<file path="config.mk">
export PLATFORM = sky130hd
export DESIGN_NAME = fetch_sequencer
export DESIGN_NICKNAME = d
export VERILOG_FILES = /design/src/rtl/fetch_sequencer.sv
export SDC_FILE = /design/constraint.sdc
export NUM_CORES = 1
export LEC_CHECK = 0
export ABC_AREA = 1
export CAP_MARGIN = 10
export CORE_UTILIZATION = 50
export DETAILED_ROUTE_END_ITERATION = 7
export PLACE_DENSITY = 0.87
export SKIP_CTS_REPAIR_TIMING = 1
export SYNTH_ARGS = -nofsm -noshare
export SYNTH_HDL_FRONTEND = slang
export SYNTH_SLANG_ARGS = --single-unit
export TNS_END_PERCENT = 5
</file>
<file path="constraint.sdc">
create_clock -name clock -period 3.7 [get_ports clock]
set_input_delay 0.925 -clock clock [delete_from_list [all_inputs] [get_ports clock]]
set_output_delay 0.925 -clock clock [all_outputs]
set_load 0.02 [all_outputs]
</file>
<file path="src/rtl/fetch_sequencer.sv">
// fetch_sequencer: next-PC selection, load-use stall, halt/resume and front-end flush/stall control
//   clock, reset                     rising-edge clock, asynchronous active-high reset
//   pcCurrent                        current fetch PC
//   idRs, idRt, idJump, jumpTarget   ID-stage sources and jump request
//   idHalt                           ID instruction is HALT
//   exMemRead, exRd                  EX-stage load and its destination
//   branchTaken, branchTarget        EX-stage resolved taken branch
//   resume                           debug request to leave HALTED
//   pcNext, feNotEnable              next PC and fetch PC hold
//   ifidNotEnable, ifidFlush         IF/ID hold and bubble insert
//   idexFlush                        ID/EX bubble insert
//   halted                           sequencer is in HALTED
//   stallCycles, redirectCount       saturating performance counters
module fetch_sequencer #(
  parameter int PC_WIDTH       = 8,
  parameter int REG_ADDR_WIDTH = 5,
  parameter int COUNT_WIDTH    = 16
) (
  input  logic                      clock,
  input  logic                      reset,
  input  logic [PC_WIDTH-1:0]       pcCurrent,
  input  logic [REG_ADDR_WIDTH-1:0] idRs,
  input  logic [REG_ADDR_WIDTH-1:0] idRt,
  input  logic                      idJump,
  input  logic [PC_WIDTH-1:0]       jumpTarget,
  input  logic                      idHalt,
  input  logic                      exMemRead,
  input  logic [REG_ADDR_WIDTH-1:0] exRd,
  input  logic                      branchTaken,
  input  logic [PC_WIDTH-1:0]       branchTarget,
  input  logic                      resume,
  output logic [PC_WIDTH-1:0]       pcNext,
  output logic                      feNotEnable,
  output logic                      ifidNotEnable,
  output logic                      ifidFlush,
  output logic                      idexFlush,
  output logic                      halted,
  output logic [COUNT_WIDTH-1:0]    stallCycles,
  output logic [COUNT_WIDTH-1:0]    redirectCount
);
  typedef enum logic [1:0] {RUN, STALL, HALTED} state_t;
  state_t state, state_next;
  logic load_use, in_run, in_halt;
  logic do_branch, do_jump, do_stall, do_halt, do_hold, do_resume;
  assign load_use = exMemRead && exRd != '0 && (exRd == idRs || exRd == idRt);
  assign in_run   = state == RUN;
  assign in_halt  = state == HALTED;
  // Priority decode: branch > load-use (RUN only) > jump > halt; HALTED ignores all redirects.
  always_comb begin
    do_branch = !in_halt && branchTaken;
    do_stall  = in_run && !branchTaken && load_use;
    do_jump   = !in_halt && !branchTaken && !do_stall && idJump;
    do_halt   = !in_halt && !branchTaken && !do_stall && !idJump && idHalt;
    do_resume = in_halt && resume;
    do_hold   = in_halt && !resume;
  end
  always_ff @(posedge clock or posedge reset)
    if (reset) state <= RUN;
    else state <= state_next;
  always_comb
    state_next = in_halt ? (resume ? RUN : HALTED) : do_stall ? STALL : do_halt ? HALTED : RUN;
  always_comb begin
    pcNext        = do_branch ? branchTarget : do_jump ? jumpTarget : pcCurrent + PC_WIDTH'(1);
    feNotEnable   = do_stall || do_halt || do_hold;
    ifidNotEnable = do_stall || do_halt || do_hold;
    // On resume the HALT sitting in IF/ID is replaced by a bubble, so the register must load.
    ifidFlush     = do_branch || do_jump || do_resume;
    idexFlush     = do_branch || do_stall || do_halt || in_halt;
  end
  assign halted = in_halt;
  always_ff @(posedge clock or posedge reset)
    if (reset) begin
      stallCycles   <= '0;
      redirectCount <= '0;
    end else begin
      if (feNotEnable && stallCycles != '1) stallCycles <= stallCycles + COUNT_WIDTH'(1);
      if ((do_branch || do_jump) && redirectCount != '1) redirectCount <= redirectCount + COUNT_WIDTH'(1);
    end
endmodule
</file>
==> run_results.csv <==
group,metric,value,unit
job,drv_cap,0,
finish,final_common_cell,"nand2_1",
sta,skew,0.004686,ns
sta,rsz0062_at_grt,"false",
min_path,hold_start,"redirectCount[15]",
clock_tree,clock-sinks,34,
setup_path,cp-start-kind,"primary input",
yosys,syn_inst,393,
setup_path,worstSetupPathType,"primary input to output pin",
setup_path,r2r-end,"stallCycles[3]",
floorplanning,fp.dieW,74.56,microns
sta,drv_slew,0,
yosys,yosys_warnings,0,
min_path,hold_depth,2,
global_route,first_global_vias,2525,
global_route,grt_pass1_wl,11010,microns
floorplanning,die-area,5559,sq um
detailed_routing,wire_per_inst,12.49,microns
clock_tree,numCtsBuffers,5,
detailed_routing,ant_nets,0,
global_route,grtUsageTotal,25.53,%
place,gp_congestion,0.9496,
finish,diodes,0,
power_and_ir_drop,irDropWorstVdd,0.3849,mV
setup_path,required,2.77,ns
min_path,min_to,"redirectCount[15]",
min_path,min_path_type,"flop to flop",
finish,final_nets,543,
setup_path,reg2reg_from,"stallCycles[0]",
yosys,ys_ff_latch,34,
power_and_ir_drop,total_power,1.319,mW
floorplanning,num_rows,26,
detailed_routing,drt_iter0_markers,203,
setup_path,max_stage_delay,0.48,ns
yosys,synth_area_leaders,"dfrtp_1 (32%), nand2_1 (20%), nand3_1 (11%), xor2_1 (6.7%), inv_1 (6.3%)",
sta,hold_violations,0,
clock_tree,cts_max_path_buffers,2,
yosys,synth.cell_area,2633,sq um
floorplanning,ios,91,
clock_tree,cts_tree,"done",
detailed_routing,route.vias.total,2879,
sta,tns,0,ns
yosys,yosys.area.top_type_share,32.32,%
clock_tree,path_clk_slew,0.07,ns
setup_path,slowest_stage,"clkdlybuf4s50_1",
place,hpwl,5380,microns
detailed_routing,drcViolationCount,0,
global_route,grt_max_degree,35,
setup_path,path_cells,"clkdlybuf4s50_1 > nor2_1 > nand3_1 > o21ai_1 > inv_2 > nand2_4 > nand3_4 > nand2_1 > nand3_1 > nand2_1 > dlymetal6s2s_1",
clock_tree,cts_root_buffer,"clkbuf_8",
setup_path,path_buf_inv,3,
run_status,status,"finished, final reports clean",
setup_path,cp_top_family,"buffers and inverters",
floorplanning,die_h,74.56,microns
yosys,synth_fp_nets,442,
power_and_ir_drop,total_leakage_power,1.992,nW
setup_path,r2r_setup_slack,1.71,ns
yosys,synthDistinctLibCells,26,
yosys,yosysSeqAreaShare,32.32,%
yosys,syn_avg_cell_area,6.699,sq um
yosys,synth_top_area_cell,"dfrtp_1",
setup_path,worstPathMaxFanout,11,
floorplanning,coreArea,5075,sq um
sta,max_slew_margin,70.36,%
finish,drive_gt1_share,7.879,%
clock_tree,insertion_delay,0.29,ns
floorplanning,start_util,51.87,%
detailed_routing,drtPass1Iterations,4,
sta,finalCriticalPeriod,3.530,ns
setup_path,worst_ep_arrival_time,2.61,ns
place,portBuffers,90,
setup_path,end_kind,"output pin",
clock_tree,h-tree-depth,2,
global_route,overflow,0,
sta,max_freq,0.2833,GHz
setup_path,reg2reg_depth,9,
finish,areaGrowthSynthToFinish,44.68,%
sta,period_share,95.41,%
sta,finalSetupViolations,0,
detailed_routing,via_per_inst,5.096,
global_route,antenna_found_initial,0,
sta,tightest_slew,0.4412,ns
power_and_ir_drop,power-per-cell-area,346.4,nW/um^2
finish,final_cell_mix,"nand2_1 (139), clkdlybuf4s50_1 (78), nand3_1 (57)",
detailed_routing,routed_wl,7058,microns
## tightest hold or removal path: cells and delay by family (launching register included)
kind	cells	cell delay [ns]
simple gates	2	0.11
flops	1	0.36
## metal layers
layer / GRT usage, % / up-vias / share of wire, % / routed length [microns]
li1: - / 1453 / - / -
met1: 32.83 / 1345 / 42 / 2939
met2: 44.64 / 70 / 53 / 3737
met3: 3.794 / 11 / 4.0 / 283
met4: 6.709 / 0 / 1.4 / 97
met5: 0 / - / 0 / 0
## per-stage QoR
stage / util, % / setup WS, ns / std cells / area, sq um / hold WS (ns)
floorplan: - / 0.8505 / 393 / 2633 / 0.5937
global placement: 72.26 / -0.1647 / 557 / 3667 / 0.4793
detailed placement: 72.26 / -0.2816 / 557 / 3667 / 0.4903
CTS: 74.36 / -0.2902 / 565 / 3774 / 0.5071
global route: 75.05 / 0.01787 / 565 / 3809 / 0.5447
finish: 75.05 / 0.1698 / 565 / 3809 / 0.4973
## sequential cells by signal (all words and copies together) (netlist names)
signal	cells
redirectCount	16
state	2
stallCycles	16
## synth_stat cells
cell type and instances:
nand4_1 14, dfrtp_1 34, inv_2 7, xor2_1 20, nand2_1 139, xnor2_1 10, o31ai_1 1, o21ai_1 1
ha_1 3, nor3_1 11, o211ai_2 1, nand2_2 3, nor4_1 3, nor3_2 1, nor2_4 1, nor4_4 1
nand3_1 57, inv_1 44, nand3_4 2, nand2_4 2, nand3b_1 3, nor2_1 24, buf_2 8, buf_4 1
buf_6 1, nor2_2 1
## power breakdown
group / switching, mW / internal, mW / total, mW
sequential: 0.0676 / 0.418 / 0.485
combinational: 0.263 / 0.236 / 0.499
clock: 0.133 / 0.201 / 0.335
total: 0.464 / 0.856 / 1.32
## kinds of logic after synthesis
family | share of synthesized area (%)
and+or+nand+nor | 45.82
buffers and inverters | 9.506
AOI/OAI and AO/OA | 0.9504
adders and majority gates | 1.426
DFF | 32.32
xor gates and xnor gates | 9.981
## area by class of cell
type | count | area [sq um]
multi-input combinational | 298 | 1536
fill | 396 | 1266
timing repair buffer | 104 | 1036
sequential | 34 | 850.8
inverter | 51 | 191.4
tap | 70 | 87.58
clock buffer | 7 | 76.32
clock inverter | 1 | 30.03
## worst max path at each step
| stage | slack, ns | cells past startpoint | endpoint | startpoint |
|---|---|---|---|---|
| after detailed placement | -0.28 | 11 | pcNext[3] | exRd[0] |
| after CTS | -0.29 | 11 | pcNext[3] | exRd[0] |
| after global routing | 0.02 | 13 | pcNext[6] | exRd[4] |
| final | 0.17 | 11 | pcNext[3] | exRd[0] |
| after floorplan | 0.85 | 10 | ifidNotEnable | exRd[4] |
| after global placement | -0.16 | 11 | pcNext[7] | exRd[0] |
(Power assumes the default switching activity.)
